==> src/rtl/stopwatch_core_pkg.sv <==
// Shared definitions for the lab3 stopwatch timekeeping block.
//   FW       - width of each time field
//   MAX_MIN  - highest minutes value before wrapping to 0
//   MAX_SEC  - highest seconds value before wrapping to 0
//   SEL_MIN / SEL_SEC - encoding of the select switch
//   run_state_t - run/pause state of the count FSM
package stopwatch_core_pkg;

    localparam int unsigned FW      = 6;
    localparam int unsigned MAX_MIN = 59;
    localparam int unsigned MAX_SEC = 59;

    localparam logic SEL_MIN = 1'b0;
    localparam logic SEL_SEC = 1'b1;

    typedef enum logic {
        ST_RUN    = 1'b0,
        ST_PAUSED = 1'b1
    } run_state_t;

endpackage

==> src/rtl/stopwatch_core_mod_counter.sv <==
// FW-bit counter that counts 0..MAX and wraps back to 0.
// Ports:
//   clk  - system clock
//   rst  - asynchronous active-high reset (count -> 0)
//   inc  - one-cycle increment enable
//   cnt  - current count, always within 0..MAX
//   wrap - high in the cycle an increment takes the count from MAX to 0
module mod_counter #(
    parameter int unsigned FW  = 6,
    parameter int unsigned MAX = 59
) (
    input  logic          clk,
    input  logic          rst,
    input  logic          inc,
    output logic [FW-1:0] cnt,
    output logic          wrap
);

    assign wrap = inc && (cnt == FW'(MAX));

    always_ff @(posedge clk or posedge rst) begin
        if (rst) begin
            cnt <= '0;
        end else if (inc) begin
            cnt <= wrap ? '0 : cnt + 1'b1;
        end
    end

endmodule

==> src/rtl/stopwatch_core.sv <==
// Timekeeping controller for the lab3 stopwatch: holds minutes:seconds,
// advances on 1 Hz ticks, handles pause/resume and manual adjust, and
// produces per-field blink flags for the seven-segment driver.
// Ports:
//   clk, reset          - system clock, asynchronous active-high reset
//   count_tick          - 1 Hz one-cycle enable (count mode advance)
//   adj_tick            - 2 Hz one-cycle enable (adjust mode increment)
//   blink_tick          - 4 Hz one-cycle enable (blink phase toggle)
//   pause, adj, sel     - debounced button/switch levels
//   min, sec            - current time fields
//   blink_min/blink_sec - registered blanking flags for the display
//   running             - 1 while counting is enabled
module stopwatch_core
    import stopwatch_core_pkg::run_state_t;
    import stopwatch_core_pkg::ST_RUN;
    import stopwatch_core_pkg::ST_PAUSED;
    import stopwatch_core_pkg::SEL_MIN;
    import stopwatch_core_pkg::SEL_SEC;
#(
    parameter int unsigned MAX_MIN = stopwatch_core_pkg::MAX_MIN,
    parameter int unsigned MAX_SEC = stopwatch_core_pkg::MAX_SEC,
    parameter int unsigned FW      = stopwatch_core_pkg::FW
) (
    input  logic          clk,
    input  logic          reset,
    input  logic          count_tick,
    input  logic          adj_tick,
    input  logic          blink_tick,
    input  logic          pause,
    input  logic          adj,
    input  logic          sel,
    output logic [FW-1:0] min,
    output logic [FW-1:0] sec,
    output logic          blink_min,
    output logic          blink_sec,
    output logic          running
);

    run_state_t state_q, state_d;
    logic       pause_q;
    logic       pause_rise;
    logic       phase_q, phase_d;
    logic       sec_inc, min_inc;
    logic       sec_wrap;
    // Full 59:59 -> 00:00 rollover needs no further action.
    logic       min_wrap_unused;

    // Run/pause FSM state register plus pause edge and blink phase.
    always_ff @(posedge clk or posedge reset) begin
        if (reset) begin
            state_q   <= ST_RUN;
            pause_q   <= 1'b0;
            phase_q   <= 1'b0;
            blink_min <= 1'b0;
            blink_sec <= 1'b0;
        end else begin
            state_q   <= state_d;
            pause_q   <= pause;
            phase_q   <= phase_d;
            // Built from the next phase so blanking follows the tick by one clk.
            blink_min <= adj && (sel == SEL_MIN) && phase_d;
            blink_sec <= adj && (sel == SEL_SEC) && phase_d;
        end
    end

    always_comb begin
        pause_rise = pause && !pause_q;
        state_d    = state_q;
        if (pause_rise) begin
            state_d = (state_q == ST_RUN) ? ST_PAUSED : ST_RUN;
        end

        sec_inc = 1'b0;
        min_inc = 1'b0;
        if (adj) begin
            // Adjust: only the selected field moves, no carry between fields.
            sec_inc = adj_tick && (sel == SEL_SEC);
            min_inc = adj_tick && (sel == SEL_MIN);
        end else begin
            sec_inc = count_tick && (state_q == ST_RUN);
            min_inc = sec_wrap;
        end

        phase_d = adj ? (phase_q ^ blink_tick) : 1'b0;
    end

    assign running = (state_q == ST_RUN);

    mod_counter #(
        .FW  (FW),
        .MAX (MAX_SEC)
    ) u_sec (
        .clk  (clk),
        .rst  (reset),
        .inc  (sec_inc),
        .cnt  (sec),
        .wrap (sec_wrap)
    );

    mod_counter #(
        .FW  (FW),
        .MAX (MAX_MIN)
    ) u_min (
        .clk  (clk),
        .rst  (reset),
        .inc  (min_inc),
        .cnt  (min),
        .wrap (min_wrap_unused)
    );

endmodule

==> config.mk <==
export PLATFORM = sky130hd
export DESIGN_NAME = stopwatch_core
export DESIGN_NICKNAME = d
export VERILOG_FILES = /design/src/rtl/stopwatch_core_pkg.sv /design/src/rtl/stopwatch_core_mod_counter.sv /design/src/rtl/stopwatch_core.sv
export SDC_FILE = /design/constraint.sdc
export NUM_CORES = 1
export LEC_CHECK = 0
export BUFFER_PORTS_ARGS = -buffer_cell sky130_fd_sc_hd__buf_2
export CAP_MARGIN = 20
export CORE_MARGIN = 2
export CORE_UTILIZATION = 54
export CTS_CLUSTER_DIAMETER = 120
export DETAILED_ROUTE_END_ITERATION = 16
export HOLD_SLACK_MARGIN = 0.08
export PLACE_DENSITY = 0.89
export REMOVE_ABC_BUFFERS = 1
export SLEW_MARGIN = 20
export SYNTH_ARGS = -nofsm -noshare
export SYNTH_HDL_FRONTEND = slang
export SYNTH_SLANG_ARGS = --single-unit
export TNS_END_PERCENT = 20
==> constraint.sdc <==
create_clock -name clk -period 4.78 [get_ports clk]
set_input_delay 0.239 -clock clk [delete_from_list [all_inputs] [get_ports clk]]
set_output_delay 0.239 -clock clk [all_outputs]
set_load 0.02 [all_outputs]
# After elaboration in Yosys (flattened, before gate mapping)
# Cells that the tools add are included.
# word_totals
register_bits	17
inputBits	8
output_inout_bits	15
elab_cells	31
# op_classes
n_addsub	2
n_eq_ne	2
n_mux	6
n_bitwise	3
reduce_logical	11
# ops
cell	n
adder 6 x 1 -> 6 bit (second input constant)	2
== test 6 bit (second input constant)	2
2-to-1 mux 6 bit	2
logical AND 1 bit	10
2-to-1 mux 1 bit	4
NOT 1 bit	2
zero test 1 bit	1
XOR 1 bit	1

# Longest topological paths before layout
# logic_depth
depth_word	7
depth_mapped	5

# By module
# From an unflattened synthesis, not the netlist that was laid out.
# hier_totals
cells_unflattened	79
hier_area_um2	823.3
# by_module_without_submodules
mod	instances	cells_each	area_each_um2
mod_counter	2	30	305.3
stopwatch_core	1	19	212.7

# Least setup slack after synthesis
# Ideal clock, no wire load.
# synth_timing
kind	reg-to-reg
startpoint	register u_sec.cnt[0]
endpoint	register u_min.cnt[2]
setup_time_ps	125
arrival_ps	1702
t_required_ps	4655
slack_ps	2953
stages_incl_launch_ff	6
synth_period_minus_slack_ps	1827
cell_sequence	dfrtp_1 -> ha_1 -> nand2b_4 -> o41ai_4 -> nand2_1 -> mux2_4
# synth_via
elab_chain_len	5
# synth_rtl
element	line	text
start, declared	stopwatch_core_mod_counter.sv:15	output logic [FW-1:0] cnt,
start signal, assigned	stopwatch_core_mod_counter.sv:25	cnt <= wrap ? '0 : cnt + 1'b1;
== test 6 bit *	stopwatch_core_mod_counter.sv:19	assign wrap = inc && (cnt == FW'(MAX));
logical AND 1 bit *	stopwatch_core_mod_counter.sv:19	
2-to-1 mux 1 bit *	stopwatch_core.sv:75	if (adj) begin
logical AND 1 bit	stopwatch_core_mod_counter.sv:19	
2-to-1 mux 6 bit	stopwatch_core_mod_counter.sv:25	
end signal, assigned	stopwatch_core_mod_counter.sv:25	
end, declared	stopwatch_core_mod_counter.sv:15	
# Every way passes the cells marked *; elsewhere a longest branch is shown, timed or not.
# A chain may end at the register's enable or synchronous reset.

# Worst setup path after layout
# Ends and elaborated chain as after synthesis.

==> flow_summary.yaml <==
routing:
  avgViaCountPerCell: 5.61
  drt_pre_antenna_iters: 4
  routed-via-count: 707
  finalWirelength_mm: 1.61
  post-route-drc-count: 0
  violation_count_after_the_first_detailed_route_iteration: 11
  remaining_number_of_nets_flagged_by_the_antenna_check_after_routing: 0
  detail_routed_net_length_per_standard_cell_um: 12.8
run_status:
  result_of_the_run: "complete, no violations"
cts:
  post_cts_resize_count: 0
  clockBufferDepth: 2
  cts_hold_buf: 2
  clk_sinks: 17
  tritoncts: "done"
  clockRootBuffer: "sky130_fd_sc_hd__clkbuf_4"
  cts.reportedPaths.clkPinSlew_ns: 0.09
  cts_made_buffers: 3
  setup_bufs_post_cts: 0
  htree_levels: 1
  insertion_delay_ns: 0.28
finish:
  n_fill_cell: 122
  drive_gt1_share_pct: 30.0
  layout_common_cells: "22 x sky130_fd_sc_hd__buf_2, 17 x sky130_fd_sc_hd__dfrtp_1, 8 x sky130_fd_sc_hd__nand2_1, 8 x sky130_fd_sc_hd__o21ai_0, 5 x sky130_fd_sc_hd__nor2_1"
  most_frequent_standard_cell_in_the_layout_excluding_fill_and_tap_cells: "sky130_fd_sc_hd__buf_2"
  layout.area.seq_um2: 425
  antennaDiodeCount: 0
  area_growth_synth_to_finish_pct: 19.0
  design.final.nets: 121
  area_taken_by_multi_input_logic_gates_um2: 442
synthesis:
  post_synth_instance_area_um2: 890
  synth_seq_area_share_pct: 47.8
  yosysWarnings: 0
  yosys.area.top_type: "sky130_fd_sc_hd__dfrtp_1"
  yosys-top-cells-area: "sky130_fd_sc_hd__dfrtp_1 48%, sky130_fd_sc_hd__o21ai_0 4.5%, sky130_fd_sc_hd__nand2_1 3.4%, sky130_fd_sc_hd__nand2b_4 3.1%, sky130_fd_sc_hd__o41ai_4 3.1%"
  synthesis.area_per_instance_um2: 10.6
  synthCells: 84
  synth_cell_types: 33
  synth_top_area_share_pct: 47.8
  ys_ff_latch: 17
setup_path:
  critPathSlowestCell: "sky130_fd_sc_hd__o41ai_4"
  cp_data_arrival_time_ns: 2.05
  crit_path_start_kind: "flip-flop"
  timing.reg2reg.setup_slack_ns: 2.91
  required_ns: 4.96
  criticalPathCategory: "reg2reg"
  worstPathCellList: "ha_1 > nand2b_4 > o41ai_4 > nand2_1 > mux2_4"
  critical_path_peak_fanout: 9
  crit_path_max_incr_delay_ns: 0.55
  crit_path_end_kind: "flip-flop"
sta:
  worst_slew_pin_slew_ns: 0.623
  post-route-worst-setup-slack_ns: 2.91
  fin_crit_sh_pct: 39.1
  final-setup-viol-count: 0
  fin_hold_ws_ns: 0.126
  clock-skew-final_ns: 0.000776
  final_hold_violating_endpoints: 0
  fmax_ghz: 0.535
  grt_setup_unrepaired: "false"
  timing.final.crit_period_ns: 1.87
  fin_tns_setup_ns: 0
  slew_headroom_pct: 58.4
  slew_viol_final: 0
global_route:
  global_route.overflow_total: 0
  grt_antenna_before_repair: 0
  grt_pass1_vias: 704
  maximum_number_of_pins_on_one_net_before_global_route_repair: 18
  grt_pass1_wl_mm: 2.90
  grt_util_all_layers_pct: 20.3
worst_hold_path:
  kind_of_path_behind_the_tightest_hold_check: "in2reg"
die:
  area_of_the_die_um2: 1990
  floorplan.core_area_um2: 1520
  floorplan.die.height_um: 44.6
  die_w_um: 44.6
  start_util_pct: 58.4
  num_rows: 14
  floorplan.io_pins: 23
job:
  drv.max_cap_violation_count: 0
pwr:
  power_frac_seq_pct: 43.9
  power.internal_w: 0.000338
  power.static_leakage_nw: 0.514
  power.net_switching_w: 0.000256
  vdd_ir_drop_max_uv: 323
  p_per_area_nw_per_um2: 561
  p_total_w: 0.000594
  share_comb_of_total_power_pct: 43.5
  share_clk_of_total_power_pct: 12.5
  power_switching_share_pct: 43.1
placed_design:
  detailedPlace.worstSlack_ns: 2.95
  port-buffer-count: 22
  gp_congestion: 0.822
  hpwlAfterDp_mm: 1.24
==> power groups by stage <==
stage | Sequential, W | Combinational (W) | Clock, W
detailed placement | 0.000264 | 0.000260 | 0
global placement | 0.000259 | 0.000250 | 0
global route | 0.000274 | 0.000287 | 0.0000866
floorplan | 0.000305 | 0.000133 | 0
finish | 0.000261 | 0.000259 | 0.0000744
CTS | 0.000261 | 0.000262 | 0.0000792
==> synthesized netlist by cell type, drive strengths merged <==
cell type,count
nor3b,3
mux2i,2
nor2b,1
o21ai,9
and3,2
o41ai,2
xnor2,1
xor2,1
o2111ai,1
nand3,4
mux2,2
a31oi,1
nor2,5
and2,1
dfrtp,17
nand2,8
nand4,1
o2111a,1
ha,2
a22o,2
clkbuf,2
nor3,2
inv,4
nand3b,3
a21o,2
nand2b,2
o21a,1
o31ai,2
==> per-stage QoR <==
step	cells	util, %	instance area (um2)
after floorplan	82	-	882
after global placement	120	66.4	1010
after detailed placement	120	66.4	1010
after CTS	126	69.5	1060
after global routing	126	69.5	1060
final	126	69.5	1060
==> critical path: cells and delay by family, from the launching register on <==
family | cells | cell delay (ns)
compound gates | 1 | 0.55
mux | 1 | 0.31
simple gates | 2 | 0.24
fa+ha+maj | 1 | 0.25
flops | 1 | 0.41
==> area by class of cell <==
cell class | instances | share of cell area [%]
Clock buffer | 4 | 2.48
Tap cell | 16 | 1.89
Sequential cell | 17 | 40.2
Timing Repair Buffer | 24 | 12.3
Multi-Input combinational cell | 61 | 41.7
Inverter | 4 | 1.42
==> final timing paths <==
check | from | endpoint | depth (start not counted)
max in group asynchronous | reset | u_sec.cnt[5] | 3
hold reg to reg | pause_q | state_q | 2
hold / removal | sel | blink_min | 2
setup reg to reg | u_sec.cnt[0] | u_min.cnt[2] | 5
min in group asynchronous | reset | pause_q | 3
setup / recovery | u_sec.cnt[0] | u_min.cnt[2] | 5
==> layer usage <==
metal  GRT usage, %  part of all wire (%)
met3           5.31                   5.0
met2           36.2                    52
met5              0                     0
met4           7.27                     0
met1           23.2                    43
==> registers in the layout, indices dropped and copies added, names as in the netlist <==
register and cells:
blink_min 1, pause_q 1, state_q 1, u_min.cnt 6
phase_q 1, blink_sec 1, u_sec.cnt 6
==> cells by family (layout without fill, tap and decap cells) <==
group / after synthesis / after routing / synth area share [%]
DFF: 17 / 17 / 47.8
muxes: 4 / 4 / 5.20
xor gates and xnor gates: 2 / 2 / 1.97
adders and majority gates: 2 / 2 / 2.81
and+or+nand+nor: 32 / 32 / 21.2
buffers and inverters: 6 / 32 / 2.53
AOI/OAI and AO/OA: 21 / 21 / 18.4
(Power assumes the default switching activity.)
